**config.mk**
```make
export PLATFORM = sky130hd
export DESIGN_NAME = flash_prog_seq_flat
export DESIGN_NICKNAME = d
export VERILOG_FILES = /design/src/rtl/flash_prog_if.sv /design/src/rtl/flash_prog_seq.sv /design/src/flat_wrapper.sv
export SDC_FILE = /design/constraint.sdc
export NUM_CORES = 1
export LEC_CHECK = 0
export CAP_MARGIN = 0
export CELL_PAD_IN_SITES_DETAIL_PLACEMENT = 1
export CELL_PAD_IN_SITES_GLOBAL_PLACEMENT = 2
export CORE_MARGIN = 2
export CORE_UTILIZATION = 31
export DETAILED_ROUTE_END_ITERATION = 6
export PLACE_DENSITY_LB_ADDON = 0.1
export SLEW_MARGIN = 20
export SYNTH_ARGS = -nofsm -noshare
export SYNTH_HDL_FRONTEND = slang
export SYNTH_SLANG_ARGS = --single-unit
export TNS_END_PERCENT = 50
```
**constraint.sdc**
```tcl
create_clock -name CLKCPU -period 4.2 [get_ports CLKCPU]
set_clock_uncertainty 0.1 [all_clocks]
set_input_delay 1.05 -clock CLKCPU [delete_from_list [all_inputs] [get_ports CLKCPU]]
set_output_delay 1.05 -clock CLKCPU [all_outputs]
set_load 0.03 [all_outputs]
```
**src/rtl/flash_prog_if.sv**
```systemverilog
// Command-side bundle for flash_prog_seq: request handshake plus status pulses.
// A command transfers on a rising edge where cmd_valid && cmd_ready are both high; cmd_op/addr/data must be stable while cmd_valid is high, and valid never waits on ready.
interface flash_prog_if;
  logic        cmd_valid;
  logic        cmd_ready;
  logic [1:0]  cmd_op;
  logic [19:0] cmd_addr;
  logic [15:0] cmd_data;
  logic        busy;
  logic        done;
  logic        error;

  modport master (output cmd_valid, cmd_op, cmd_addr, cmd_data,
                  input  cmd_ready, busy, done, error);
  modport slave  (input  cmd_valid, cmd_op, cmd_addr, cmd_data,
                  output cmd_ready, busy, done, error);
endinterface

```
**src/rtl/flash_prog_seq.sv**
```systemverilog
// NOR-flash command sequencer: replays unlock/command bus-write cycles, then waits
// for RY/BY# release with a timeout. All strobes and status bits are registered.
module flash_prog_seq #(
  parameter int WE_CYCLES = 2,
  parameter int BUSY_DLY  = 4,
  parameter int TIMEOUT_W = 20
) (
  input  logic        CLKCPU,
  input  logic        RESET,
  flash_prog_if.slave cmd,
  input  logic        FLASH_BUSY_n,
  output logic [19:0] FLASH_A,
  output logic [15:0] FLASH_DQ_OUT,
  output logic        FLASH_DQ_OE,
  output logic        FLASH_CE_n,
  output logic        FLASH_WE_n,
  output logic        FLASH_OE_n,
  output logic [3:0]  o_dbg_state
);
  typedef enum logic [3:0] {
    S_IDLE, S_SETUP, S_WE_LOW, S_HOLD, S_GAP,
    S_BUSY_DLY, S_WAIT_BUSY, S_DONE, S_ERROR
  } state_t;

  localparam logic [1:0] OP_PROG = 2'd0;
  localparam logic [1:0] OP_SECT = 2'd1;
  localparam logic [1:0] OP_READ = 2'd3;
  localparam logic [3:0] WE_LAST  = 4'(WE_CYCLES - 1);
  localparam logic [3:0] DLY_LAST = 4'(BUSY_DLY - 1);
  // Timeout fires on the cycle the counter would step onto all-ones.
  localparam logic [TIMEOUT_W-1:0] TO_LAST = {{(TIMEOUT_W-1){1'b1}}, 1'b0};

  function automatic logic [35:0] wr_entry(input logic [1:0] op, input logic [2:0] idx,
                                           input logic [19:0] addr, input logic [15:0] data);
    logic [35:0] e;
    e = {20'h00000, 16'h00F0};
    if (op != OP_READ) begin
      case (idx)
        3'd0:    e = {20'h00555, 16'h00AA};
        3'd1:    e = {20'h002AA, 16'h0055};
        3'd2:    e = (op == OP_PROG) ? {20'h00555, 16'h00A0} : {20'h00555, 16'h0080};
        3'd3:    e = (op == OP_PROG) ? {addr, data} : {20'h00555, 16'h00AA};
        3'd4:    e = {20'h002AA, 16'h0055};
        default: e = (op == OP_SECT) ? {addr, 16'h0030} : {20'h00555, 16'h0010};
      endcase
    end
    return e;
  endfunction

  function automatic logic [2:0] last_idx(input logic [1:0] op);
    logic [2:0] l;
    l = 3'd5;
    if (op == OP_PROG) l = 3'd3;
    else if (op == OP_READ) l = 3'd0;
    return l;
  endfunction

  state_t                r_state;
  logic [1:0]            r_op;
  logic [19:0]           r_addr;
  logic [15:0]           r_data;
  logic [2:0]            r_idx;
  logic [3:0]            r_cnt;
  logic [TIMEOUT_W-1:0]  r_to;
  logic                  r_sync1, r_sync2;
  logic [19:0]           r_a;
  logic [15:0]           r_dq;
  logic                  r_dq_oe, r_ce_n, r_we_n, r_oe_n;
  logic                  r_busy, r_ready, r_done, r_error;

  logic [2:0]  w_idx_nxt;
  logic [35:0] w_first_wr;
  logic [35:0] w_next_wr;
  logic        w_last;

  assign w_idx_nxt  = r_idx + 3'd1;
  assign w_first_wr = wr_entry(cmd.cmd_op, 3'd0, cmd.cmd_addr, cmd.cmd_data);
  assign w_next_wr  = wr_entry(r_op, w_idx_nxt, r_addr, r_data);
  assign w_last     = (r_idx == last_idx(r_op));

  always_ff @(posedge CLKCPU or posedge RESET) begin
    if (RESET) begin
      r_state <= S_IDLE;
      r_op    <= 2'd0;
      r_addr  <= 20'd0;
      r_data  <= 16'd0;
      r_idx   <= 3'd0;
      r_cnt   <= 4'd0;
      r_to    <= '0;
      r_sync1 <= 1'b0;
      r_sync2 <= 1'b0;
      r_a     <= 20'd0;
      r_dq    <= 16'd0;
      r_dq_oe <= 1'b0;
      r_ce_n  <= 1'b1;
      r_we_n  <= 1'b1;
      r_oe_n  <= 1'b1;
      r_busy  <= 1'b0;
      r_ready <= 1'b1;
      r_done  <= 1'b0;
      r_error <= 1'b0;
    end else begin
      r_sync1 <= FLASH_BUSY_n;
      r_sync2 <= r_sync1;
      r_oe_n  <= 1'b1;
      r_done  <= 1'b0;
      r_error <= 1'b0;
      case (r_state)
        S_IDLE: if (cmd.cmd_valid && r_ready) begin
          r_op        <= cmd.cmd_op;
          r_addr      <= cmd.cmd_addr;
          r_data      <= cmd.cmd_data;
          r_idx       <= 3'd0;
          {r_a, r_dq} <= w_first_wr;
          r_ce_n      <= 1'b0;
          r_we_n      <= 1'b1;
          r_dq_oe     <= 1'b1;
          r_busy      <= 1'b1;
          r_ready     <= 1'b0;
          r_state     <= S_SETUP;
        end
        S_SETUP: begin
          r_we_n  <= 1'b0;
          r_cnt   <= 4'd0;
          r_state <= S_WE_LOW;
        end
        S_WE_LOW: if (r_cnt == WE_LAST) begin
          r_we_n  <= 1'b1;
          r_state <= S_HOLD;
        end else begin
          r_cnt <= r_cnt + 4'd1;
        end
        S_HOLD: begin
          r_ce_n  <= 1'b1;
          r_dq_oe <= 1'b0;
          r_state <= S_GAP;
        end
        S_GAP: if (!w_last) begin
          r_idx       <= w_idx_nxt;
          {r_a, r_dq} <= w_next_wr;
          r_ce_n      <= 1'b0;
          r_dq_oe     <= 1'b1;
          r_state     <= S_SETUP;
        end else begin
          r_idx <= 3'd0;
          if (r_op == OP_READ) begin
            r_done  <= 1'b1;
            r_state <= S_DONE;
          end else begin
            r_cnt   <= 4'd0;
            r_state <= S_BUSY_DLY;
          end
        end
        S_BUSY_DLY: if (r_cnt == DLY_LAST) begin
          r_to    <= '0;
          r_state <= S_WAIT_BUSY;
        end else begin
          r_cnt <= r_cnt + 4'd1;
        end
        // Release is checked before the timeout so a same-cycle race completes normally.
        S_WAIT_BUSY: if (r_sync2) begin
          r_done  <= 1'b1;
          r_state <= S_DONE;
        end else if (r_to == TO_LAST) begin
          r_error <= 1'b1;
          r_state <= S_ERROR;
        end else begin
          r_to <= r_to + 1'b1;
        end
        S_DONE, S_ERROR: begin
          r_busy  <= 1'b0;
          r_ready <= 1'b1;
          r_idx   <= 3'd0;
          r_state <= S_IDLE;
        end
        default: r_state <= S_IDLE;
      endcase
    end
  end

  assign cmd.cmd_ready = r_ready;
  assign cmd.busy      = r_busy;
  assign cmd.done      = r_done;
  assign cmd.error     = r_error;
  assign FLASH_A       = r_a;
  assign FLASH_DQ_OUT  = r_dq;
  assign FLASH_DQ_OE   = r_dq_oe;
  assign FLASH_CE_n    = r_ce_n;
  assign FLASH_WE_n    = r_we_n;
  assign FLASH_OE_n    = r_oe_n;
  assign o_dbg_state   = r_state;
endmodule

```
**src/flat_wrapper.sv**
```systemverilog
// flat-port wrapper written by rule: the top's interface ports become plain ports
module flash_prog_seq_flat 
#(
  parameter int WE_CYCLES = 2,
  parameter int BUSY_DLY  = 4,
  parameter int TIMEOUT_W = 20
)
  (CLKCPU, RESET, FLASH_BUSY_n, FLASH_A, FLASH_DQ_OUT, FLASH_DQ_OE, FLASH_CE_n, FLASH_WE_n, FLASH_OE_n, o_dbg_state, cmd_cmd_valid, cmd_cmd_op, cmd_cmd_addr, cmd_cmd_data, cmd_cmd_ready, cmd_busy, cmd_done, cmd_error);
  flash_prog_if cmd_i ();
  input  logic CLKCPU;
  input  logic RESET;
  input  logic FLASH_BUSY_n;
  output logic [19:0] FLASH_A;
  output logic [15:0] FLASH_DQ_OUT;
  output logic FLASH_DQ_OE;
  output logic FLASH_CE_n;
  output logic FLASH_WE_n;
  output logic FLASH_OE_n;
  output logic [3:0] o_dbg_state;
  input wire logic [$bits(cmd_i.cmd_valid)-1:0] cmd_cmd_valid;
  input wire logic [$bits(cmd_i.cmd_op)-1:0] cmd_cmd_op;
  input wire logic [$bits(cmd_i.cmd_addr)-1:0] cmd_cmd_addr;
  input wire logic [$bits(cmd_i.cmd_data)-1:0] cmd_cmd_data;
  output wire logic [$bits(cmd_i.cmd_ready)-1:0] cmd_cmd_ready;
  output wire logic [$bits(cmd_i.busy)-1:0] cmd_busy;
  output wire logic [$bits(cmd_i.done)-1:0] cmd_done;
  output wire logic [$bits(cmd_i.error)-1:0] cmd_error;
  assign cmd_i.cmd_valid = cmd_cmd_valid;
  assign cmd_i.cmd_op = cmd_cmd_op;
  assign cmd_i.cmd_addr = cmd_cmd_addr;
  assign cmd_i.cmd_data = cmd_cmd_data;
  assign cmd_cmd_ready = cmd_i.cmd_ready;
  assign cmd_busy = cmd_i.busy;
  assign cmd_done = cmd_i.done;
  assign cmd_error = cmd_i.error;
  flash_prog_seq #(.WE_CYCLES(WE_CYCLES), .BUSY_DLY(BUSY_DLY), .TIMEOUT_W(TIMEOUT_W)) u_core (.CLKCPU(CLKCPU), .RESET(RESET), .cmd(cmd_i), .FLASH_BUSY_n(FLASH_BUSY_n), .FLASH_A(FLASH_A), .FLASH_DQ_OUT(FLASH_DQ_OUT), .FLASH_DQ_OE(FLASH_DQ_OE), .FLASH_CE_n(FLASH_CE_n), .FLASH_WE_n(FLASH_WE_n), .FLASH_OE_n(FLASH_OE_n), .o_dbg_state(o_dbg_state));
endmodule
```
==> results.sh <==
export IMPL_vias=4303
export IMPL_slew_headroom_pct=49.0
export IMPL_path_class="flop to primary output"
export IMPL_cp_required_ps=3050
export IMPL_cp_slowest_cell="dfrtp_1"
export IMPL_arrival_ps=2070
export IMPL_die_area_sq_mm=0.0188
export IMPL_comb_power_share_pct=36.0
export IMPL_synth_common_cells="111 x dfrtp_1, 61 x nand2_1, 39 x mux2_2"
export IMPL_io_pins=90
export IMPL_viasPerCell=5.15
export IMPL_max_stage_delay_ps=840
export IMPL_ys_flop_type="dfrtp_1"
export IMPL_switching_share_pct=36.4
export IMPL_p_int_mw=3.33
export IMPL_startpoint="u_core.o_dbg_state[1]"
export IMPL_cts_resized=0
export IMPL_numClockSinks=114
export IMPL_final_layout_size_suffix_gt1_share_pct=15.1
export IMPL_fp_coreArea_sq_mm=0.0174
export IMPL_path_clk_slew_ps=60
export IMPL_numCtsBuffers=17
export IMPL_worst_slack_ps=985
export IMPL_area_delta_synth_final_pct=30.6
export IMPL_tns_ps=0
export IMPL_synth_edf_count=0
export IMPL_crit_path_cell_trace="clkdlybuf4s50_1"
export IMPL_drc_errors=0
export IMPL_synth_area_leaders="dfrtp_1 50%, mux2_2 8.0%, nand2_1 4.2%"
export IMPL_dp_slack_ps=897
export IMPL_synth_top_area_share_pct=50.4
export IMPL_wl_per_cell_um=18.4
export IMPL_worst_slew_pin_slew_ps=764
export IMPL_ant_nets=0
export IMPL_antenna_cells=0
export IMPL_post_route_period_util_pct=76.6
export IMPL_status="complete, no violations"
export IMPL_fillers=1884
export IMPL_clock_power_share_pct=29.7
export IMPL_synth_adder_area_share_pct=2.73
export IMPL_grt_max_degree=48
export IMPL_yosysSeqAreaShare_pct=51.9
export IMPL_finalSetupViolations=0
export IMPL_die_h_um=137
export IMPL_drtPass1Iterations=4
export IMPL_yosysWarnings=0
export IMPL_grt_pass1_wl_um=25100
export IMPL_syn_nets=566
export IMPL_worst_path_max_fanout=25
export IMPL_synth_most_common_cell="dfrtp_1"
export IMPL_clock_latency_ps=420
export IMPL_cap_violations=0
export IMPL_async_flop_share_pct=100
export IMPL_p_seq_share_pct=34.3
export IMPL_synth_top_family_by_area="compound AO/OA/AOI/OAI gates"
export IMPL_leakage_nw=3.07
export IMPL_grt_pass1_vias=4705
export IMPL_antenna_found_initial=0
export IMPL_cts_tree="done"
export IMPL_post_cts_buffers=0
export IMPL_gp_congestion=0.782
export IMPL_grt_setup_unrepaired="false"
export IMPL_hold_buffers=0
export IMPL_synth_xor_area_share_pct=1.43
export IMPL_wl_um=15400
export IMPL_powerDensity_mw_per_mm2=728
export IMPL_peakVddDrop_mv=0.347
export IMPL_switchingPower_mw=1.91
export IMPL_max_clock_freq_ghz=0.311
export IMPL_critPathBufInv=1
export IMPL_min_from="u_core.r_sync1"
export IMPL_drv_slew=0
export IMPL_cts_root_buf="clkbuf_16"
export IMPL_min_delay_path_class="flop to flop"
export IMPL_grtUsageTotal_pct=17.4
export IMPL_htreeDepth=4
export IMPL_fin_nets=651
export IMPL_cp_start_kind="flop"
export IMPL_start_util_pct=31.7
export IMPL_dp_hpwl_um=10500
export IMPL_synth_cells=512
export IMPL_hold_violations=0
export IMPL_r2r_start="u_core.r_idx[0]"
export IMPL_synth_avg_cell_area_sq_um=10.8
export IMPL_rows=48
export IMPL_ys_ff_latch=114
export IMPL_drtIter0Drc=223
export IMPL_gr_total_overflow=0
export IMPL_end_kind="primary output"
export IMPL_cp_top_family="flip-flops"
export IMPL_synth_compound_area_share_pct=15.8
export IMPL_die_w_um=137
export IMPL_syn_area_sq_mm=0.00551
export IMPL_cts_buffer_depth=2
export IMPL_synth_mux_area_share_pct=8.34
export IMPL_yosysTopAreaCell="dfrtp_1"
export IMPL_synth_distinct_cells=68
export IMPL_fin_crit_ps=3220
export IMPL_port_buffers=88
export IMPL_synthSimpleGateAreaFrac_pct=15.4
[metal layers]
layer,track usage [%],up-vias,wire length (um)
met5,0,-,0
met4,5.84,0,218
met3,4.38,16,633
met2,28.7,67,7310
met1,22.3,2183,7210
li1,-,2037,-
[final timing paths]
kind	to	slack, ps	cells past startpoint
min in group asynchronous	u_core.FLASH_DQ_OUT[7]	900	2
hold / removal	u_core.r_sync2	250	0
max in group asynchronous	u_core.r_addr[18]	2280	3
setup / recovery	o_dbg_state[1]	980	1
hold reg to reg	u_core.r_sync2	250	0
setup reg to reg	u_core.FLASH_A[13]	1360	7
[registers in the layout, indices dropped and copies added, names as in the netlist, 2 cells and up]
name,flops
u_core.r_idx,3
u_core.r_addr,20
u_core.FLASH_A,20
u_core.r_op,2
u_core.o_dbg_state,4
u_core.FLASH_DQ_OUT,16
u_core.r_to,20
u_core.r_cnt,4
u_core.r_data,16
[stage by stage]
step / util (%) / cells / total power [mW] / instance area, sq um / hold slack (ps)
global route: 41.4 / 835 / 5.58 / 7190 / 259
CTS: 41.4 / 835 / 5.31 / 7190 / 251
floorplan: - / 512 / 3.06 / 5510 / 231
global placement: 37.8 / 803 / 3.67 / 6560 / 236
detailed placement: 37.8 / 803 / 3.72 / 6560 / 239
finish: 41.4 / 835 / 5.24 / 7190 / 251
[logic make-up (layout without fill, tap and decap cells)]
logic type	Yosys count	after routing
compound gates	120	120
xor+xnor	9	9
fa+ha+maj	12	12
buf+inv	44	142
flops	114	114
mux	41	41
other cells	1	1
simple gates	171	171
[cells in the final DEF, fill, tap and decap left out, drive strengths merged, types with 7 or more instances in the layout]
cell type	synthesis	final
dfrtp	111	111
clkdlybuf4s50	0	88
nand2	61	61
mux2	39	39
nor2	31	31
o21ai	25	25
a21oi	21	21
clkbuf	10	21
nand3	16	16
inv	15	16
nor3	12	12
ha	12	12
a22o	11	11
a31oi	11	11
nand4	9	9
buf	19	7
[final cells by class]
cell class | count | area [sq um] | share of cell area, %
sequential | 114 | 2860 | 39.7
clock inverter | 11 | 178 | 2.47
clock buffer | 21 | 460 | 6.40
timing repair buffer | 95 | 946 | 13.2
inverter | 15 | 58.8 | 0.818
multi-input combinational | 354 | 2410 | 33.5
tap | 225 | 282 | 3.91
[power groups by stage]
stage / logic, mW / registers, mW / clock network (mW)
global route: 2.08 / 1.86 / 1.65
CTS: 1.92 / 1.80 / 1.60
finish: 1.89 / 1.79 / 1.55
global placement: 1.87 / 1.80 / 0
detailed placement: 1.91 / 1.81 / 0
floorplan: 1.13 / 1.94 / 0
No activity file was read; power rests on OpenSTA's default activity.
